### src/rtl/multi_timer_pkg.sv
// Shared constants and types for the multi-channel tick timer bank.
// Optional irq support in the bank is enabled with the MULTI_TIMER_IRQ_EN macro.
package multi_timer_pkg;

  localparam int CTRL_EN_BIT       = 0;
  localparam int CTRL_PERIODIC_BIT = 1;
  localparam int TICK_CYCLES_1MS   = 50000;

  typedef struct packed {
    logic en;
    logic periodic;
  } ctrl_t;

  // A single channel still needs a one-bit select so the bus port keeps its shape.
  function automatic int sel_width(input int n);
    return (n > 1) ? $clog2(n) : 1;
  endfunction

endpackage

### src/rtl/multi_timer_channel.sv
// One timer channel: count/reload/ctrl registers and a sticky expiry flag,
// advanced by the shared tick strobe.
module multi_timer_channel
  import multi_timer_pkg::*;
#(
  parameter int COUNT_W = 8
) (
  input  logic               clk,
  input  logic               reset_n,
  input  logic               tick,
  input  logic               sel,
  input  logic               wr_count,
  input  logic               wr_ctrl,
  input  logic               clr_expired,
  input  logic [COUNT_W-1:0] wr_data,
  output logic [COUNT_W-1:0] count,
  output logic               expired
);

  logic [COUNT_W-1:0] count_r, count_s;
  logic [COUNT_W-1:0] reload_r, reload_s;
  ctrl_t              ctrl_r, ctrl_s;
  logic               expired_r, expired_s;
  logic               expire_s;

  // Next-state: a bus write to this channel takes priority over the tick.
  always_comb begin
    count_s  = count_r;
    reload_s = reload_r;
    ctrl_s   = ctrl_r;
    expire_s = 1'b0;
    if (sel && (wr_count || wr_ctrl)) begin
      if (wr_count) begin
        count_s  = wr_data;
        reload_s = wr_data;
      end else begin
        count_s  = count_r;
        reload_s = reload_r;
      end
      if (wr_ctrl) begin
        ctrl_s.en       = wr_data[CTRL_EN_BIT];
        ctrl_s.periodic = wr_data[CTRL_PERIODIC_BIT];
      end else begin
        ctrl_s = ctrl_r;
      end
    end else if (tick && ctrl_r.en) begin
      if (count_r > COUNT_W'(1)) begin
        count_s = count_r - COUNT_W'(1);
      end else begin
        expire_s = 1'b1;
        if (ctrl_r.periodic) begin
          count_s = reload_r;
        end else begin
          count_s   = {COUNT_W{1'b0}};
          ctrl_s.en = 1'b0;
        end
      end
    end else begin
      count_s = count_r;
    end
    // An expiry in the same cycle as a clear keeps the flag set.
    expired_s = expire_s ? 1'b1 : ((sel && clr_expired) ? 1'b0 : expired_r);
  end

  // Channel state registers.
  always_ff @(posedge clk or negedge reset_n) begin
    if (!reset_n) begin
      count_r   <= {COUNT_W{1'b0}};
      reload_r  <= {COUNT_W{1'b0}};
      ctrl_r    <= '{en: 1'b0, periodic: 1'b0};
      expired_r <= 1'b0;
    end else begin
      count_r   <= count_s;
      reload_r  <= reload_s;
      ctrl_r    <= ctrl_s;
      expired_r <= expired_s;
    end
  end

  assign count   = count_r;
  assign expired = expired_r;

endmodule

### src/rtl/multi_timer_bank.sv
// Bank of NUM_CH down-counting timers sharing one prescaler tick.
// Define MULTI_TIMER_IRQ_EN to add the irq mask register and irq output.
module multi_timer_bank
  import multi_timer_pkg::*;
#(
  parameter int NUM_CH      = 4,
  parameter int COUNT_W     = 8,
  parameter int TICK_CYCLES = TICK_CYCLES_1MS,
  parameter int TICK_W      = 16,
  localparam int CH_SEL_W   = sel_width(NUM_CH)
) (
  input  logic                clk,
  input  logic                reset_n,
  input  logic [CH_SEL_W-1:0] ch_sel,
  input  logic [COUNT_W-1:0]  wr_data,
  input  logic                wr_count,
  input  logic                wr_ctrl,
  input  logic                clr_expired,
  output logic [COUNT_W-1:0]  rd_count,
  output logic [NUM_CH-1:0]   expired,
`ifdef MULTI_TIMER_IRQ_EN
  input  logic                irq_mask_wr,
  input  logic [NUM_CH-1:0]   irq_mask_in,
  output logic                irq,
`endif
  output logic                tick
);

  logic [TICK_W-1:0]  presc_r;
  logic               tick_r;
  logic [COUNT_W-1:0] count_s [NUM_CH];

  // Free-running prescaler; tick is registered from the cycle before wrap.
  always_ff @(posedge clk or negedge reset_n) begin
    if (!reset_n) begin
      presc_r <= TICK_W'(TICK_CYCLES - 1);
      tick_r  <= 1'b0;
    end else begin
      presc_r <= (presc_r == TICK_W'(0)) ? TICK_W'(TICK_CYCLES - 1) : (presc_r - TICK_W'(1));
      tick_r  <= (presc_r == TICK_W'(1));
    end
  end

  assign tick = tick_r;

  for (genvar i = 0; i < NUM_CH; i++) begin : g_ch
    logic sel_s;
    assign sel_s = (ch_sel == CH_SEL_W'(i));

    multi_timer_channel #(.COUNT_W(COUNT_W)) u_ch (
      .clk         (clk),
      .reset_n     (reset_n),
      .tick        (tick_r),
      .sel         (sel_s),
      .wr_count    (wr_count),
      .wr_ctrl     (wr_ctrl),
      .clr_expired (clr_expired),
      .wr_data     (wr_data),
      .count       (count_s[i]),
      .expired     (expired[i])
    );
  end

  // Read mux; an unpopulated channel number reads as zero.
  always_comb begin
    rd_count = {COUNT_W{1'b0}};
    for (int i = 0; i < NUM_CH; i++) begin
      rd_count = (ch_sel == CH_SEL_W'(i)) ? count_s[i] : rd_count;
    end
  end

`ifdef MULTI_TIMER_IRQ_EN
  logic [NUM_CH-1:0] irq_mask_r;
  logic              irq_r;

  // Mask register and registered interrupt request.
  always_ff @(posedge clk or negedge reset_n) begin
    if (!reset_n) begin
      irq_mask_r <= {NUM_CH{1'b0}};
      irq_r      <= 1'b0;
    end else begin
      irq_mask_r <= irq_mask_wr ? irq_mask_in : irq_mask_r;
      irq_r      <= |(expired & irq_mask_r);
    end
  end

  assign irq = irq_r;
`endif

endmodule

### config.mk
export PLATFORM = sky130hd
export DESIGN_NAME = multi_timer_bank
export DESIGN_NICKNAME = d
export VERILOG_FILES = /design/src/rtl/multi_timer_pkg.sv /design/src/rtl/multi_timer_channel.sv /design/src/rtl/multi_timer_bank.sv
export SDC_FILE = /design/constraint.sdc
export NUM_CORES = 1
export LEC_CHECK = 0
export CAP_MARGIN = 40
export CORE_MARGIN = 5
export CORE_UTILIZATION = 34
export DETAILED_ROUTE_END_ITERATION = 10
export PLACE_DENSITY = 0.49
export SETUP_SLACK_MARGIN = 0.05
export SLEW_MARGIN = 20
export SYNTH_ARGS = -nofsm -noshare
export SYNTH_HDL_FRONTEND = slang
export SYNTH_SLANG_ARGS = --single-unit
export TNS_END_PERCENT = 50
### constraint.sdc
create_clock -name clk -period 2.72 [get_ports clk]
set_input_delay 0.816 -clock clk [delete_from_list [all_inputs] [get_ports clk]]
set_output_delay 0.816 -clock clk [all_outputs]
set_load 0.03 [all_outputs]
==> reports/qor.yml <==
status:
  status: "completed"
finish:
  antenna_cells: 0
  synthToLayoutAreaGrowth_pct: 21.6
  finalInstanceArea_um2: 6480
  instances_no_fill: 814
  nets: 624
  layout_commonest_cell: "dfrtp_1"
  final_cell_mix: "dfrtp_1 (84), nor2_1 (51), nand2_1 (49)"
  drive_gt1_frac: 0.237
  fillCellCount: 1494
logic_synthesis:
  synth_fp_nets: 564
  syn_avg_cell_area_um2: 9.90
  synth_fa_ha_area_frac: 0.0258
  mappedNetlistArea_um2: 5330
  synth.ff_latch_count: 93
  synth-edff-count: 0
  synth_compound_area_frac: 0.173
  yosysSeqAreaShare: 0.439
  ys_types: 69
  ys_async_sr_fraction: 1.00
  synth_xor_area_frac: 0.0378
  ys.flop_type: "dfrtp_1"
  syn_inst: 538
  synth_top_family_by_area: "simple AND/OR/NAND/NOR gates"
  synth_warnings: 0
  synth-simple-area-share: 0.173
  muxShareOfSynthArea: 0.112
sta:
  fin_crit_sh: 0.959
  worstMarginPinSlew_ns: 0.739
  finalSetupTns_ns: 0
  rsz0062_at_grt: "no"
  fmax_mhz: 383
  clock_skew_ns: 0.00899
  finalSetupViolCount: 0
  fin_ws_ns: 0.112
  maxSlewViolCount: 0
  period_needed_ns: 2.61
  finalHoldViolations: 0
  slew_headroom: 0.506
route:
  vias_per_cell: 5.37
  wl_per_cell_um: 18.8
  vias: 4370
  ant_nets: 0
  first_pass_iters: 5
  dr.first_iter.drc_count: 276
  drc: 0
  routed_wirelength_um: 15300
critical_path:
  crit_path_end_kind: "output pin"
  r2r-end: "g_ch[2].u_ch.count[3]"
  rr_worst_depth: 5
  worstPathArrival_ns: 1.79
  cp-start-kind: "input pin"
  critical_path_required_ns: 1.90
  r2r_slack_ns: 0.41
  critPathMaxFanout: 4
  r2r_start: "g_ch[2].u_ch.count[4]"
  crit_path_start: "ch_sel[0]"
  crit_type: "in -> out"
  endpoint: "rd_count[6]"
grt:
  grt_first_pass_wirelength_um: 24600
  grt_pass1_vias: 4348
  grt_usage: 0.175
  grt-ovfl-total: 0
  antenna_found_initial: 1
  grt_max_degree: 32
floorplan:
  fp-row-count: 45
  die_h_um: 135
  dieArea_um2: 18300
  ios: 28
  initial_core_util: 0.349
  die_x_um: 135
  core_um2: 15300
place:
  dpl-instance-area_um2: 6100
  numPortBuffers: 27
  place_congestion: 0.830
  dp_slack_ns: -0.675
  hpwl_um: 11100
  place_inst: 796
min_path:
  hp-class: "in -> async"
clock_network:
  cts.sinks: 93
  cts-htree-levels: 3
  clock_path_buffers: 2
  holdBufCountCts: 0
  cts_buffers: 9
  clk_pin_slew_ns: 0.07
  clock_latency_ns: 0.35
  cts_tree: "built"
  cts_root_buffer: "clkbuf_16"
pwr:
  power_density_nw_per_um2: 761
  p_leak_nw: 2.65
  ir_worst_vdd_v: 0.000345
run:
  drv_cap: 0
cell type report:
| class | instances | area (um^2) | share of cell area |
|---|---|---|---|
| Clock buffer | 12 | 246 | 0.0381 |
| Tap cell | 211 | 264 | 0.0408 |
| Timing Repair Buffer | 78 | 717 | 0.111 |
| Inverter | 17 | 63.8 | 0.00985 |
| Clock inverter | 4 | 72.6 | 0.0112 |
| Multi-Input combinational cell | 399 | 2770 | 0.428 |
| Sequential cell | 93 | 2340 | 0.361 |
registers in the layout, indices dropped and copies added, names as in the netlist:
| name | count |
|---|---|
| presc_r | 16 |
| g_ch.u_ch.ctrl_r | 8 |
| g_ch.u_ch.reload_r | 32 |
| tick | 1 |
| g_ch.u_ch.expired | 4 |
| g_ch.u_ch.count | 32 |
cells in the mapped netlist (all sizes together), types with 8 or more instances:
library cell,number,area [um^2]
a311oi,12,105
o21ai,40,200
a21oi,17,85.1
nor2b,8,50.1
clkbuf,14,52.6
a31oi,12,81.3
dfrtp,84,2100
nor2,52,198
buf,15,93.8
xnor2,18,158
nand2,52,203
ha,11,138
dfstp,9,236
mux2,33,372
nor3,22,115
nand3,15,75.1
o31ai,9,72.6
mux4,8,184
inv,17,63.8
metrics by stage:
step | util | power (W) | hold WS, ns
after CTS | 0.425 | 0.00496 | 0.405
after floorplan | - | 0.00301 | 0.438
after global placement | 0.400 | 0.00353 | 0.454
after detailed placement | 0.400 | 0.00355 | 0.453
after global routing | 0.424 | 0.00520 | 0.429
final | 0.424 | 0.00493 | 0.391
layer usage:
layer | vias up | track usage | part of all wire
li1 | 2103 | - | -
met1 | 2171 | 0.253 | 0.48
met2 | 76 | 0.267 | 0.45
met3 | 18 | 0.0241 | 0.050
met4 | 2 | 0.0627 | 0.018
met5 | - | 0 | 0.00079
worst min path at each step:
stage	start	to	slack [ns]	depth (start not counted)
floorplan	presc_r[0]	presc_r[0]	0.44	1
global route	reset_n	g_ch[1].u_ch.count[7]	0.43	1
CTS	reset_n	g_ch[1].u_ch.count[5]	0.41	1
finish	reset_n	g_ch[1].u_ch.count[7]	0.39	1
detailed placement	presc_r[0]	presc_r[0]	0.45	1
global placement	presc_r[0]	presc_r[0]	0.45	1
worst max-delay path: stages:
cell and delay, ns:
buf_2 0.09, buf_6 0.11, buf_12 0.11, mux4_2 0.51
buf_6 0.16
kinds of logic (layout without fill, tap and decap cells):
group,after synthesis,after routing
AND/OR/NAND/NOR,185,185
multiplexers,45,45
buffers and inverters,46,111
XOR/XNOR,23,23
adder cells (fa/ha/maj),11,11
flip-flops,93,93
AO/OA/AOI/OAI,135,135
what timing repair did:
| item | CTS | global route |
|---|---|---|
| resized for setup | 41 | 2 |
| setup buffers | 2 | 0 |
| setup endpoints to repair | 8 | 4 |
power breakdown:
| part | internal [W] | switching (W) | total [W] | leakage (nW) |
|---|---|---|---|---|
| Clock | 0.000830 | 0.000533 | 0.00136 | 0.153 |
| Combinational | 0.000736 | 0.000732 | 0.00147 | 1.38 |
| Sequential | 0.00165 | 0.000450 | 0.00210 | 1.12 |
Note: power is estimated with default switching activity, not from simulation.
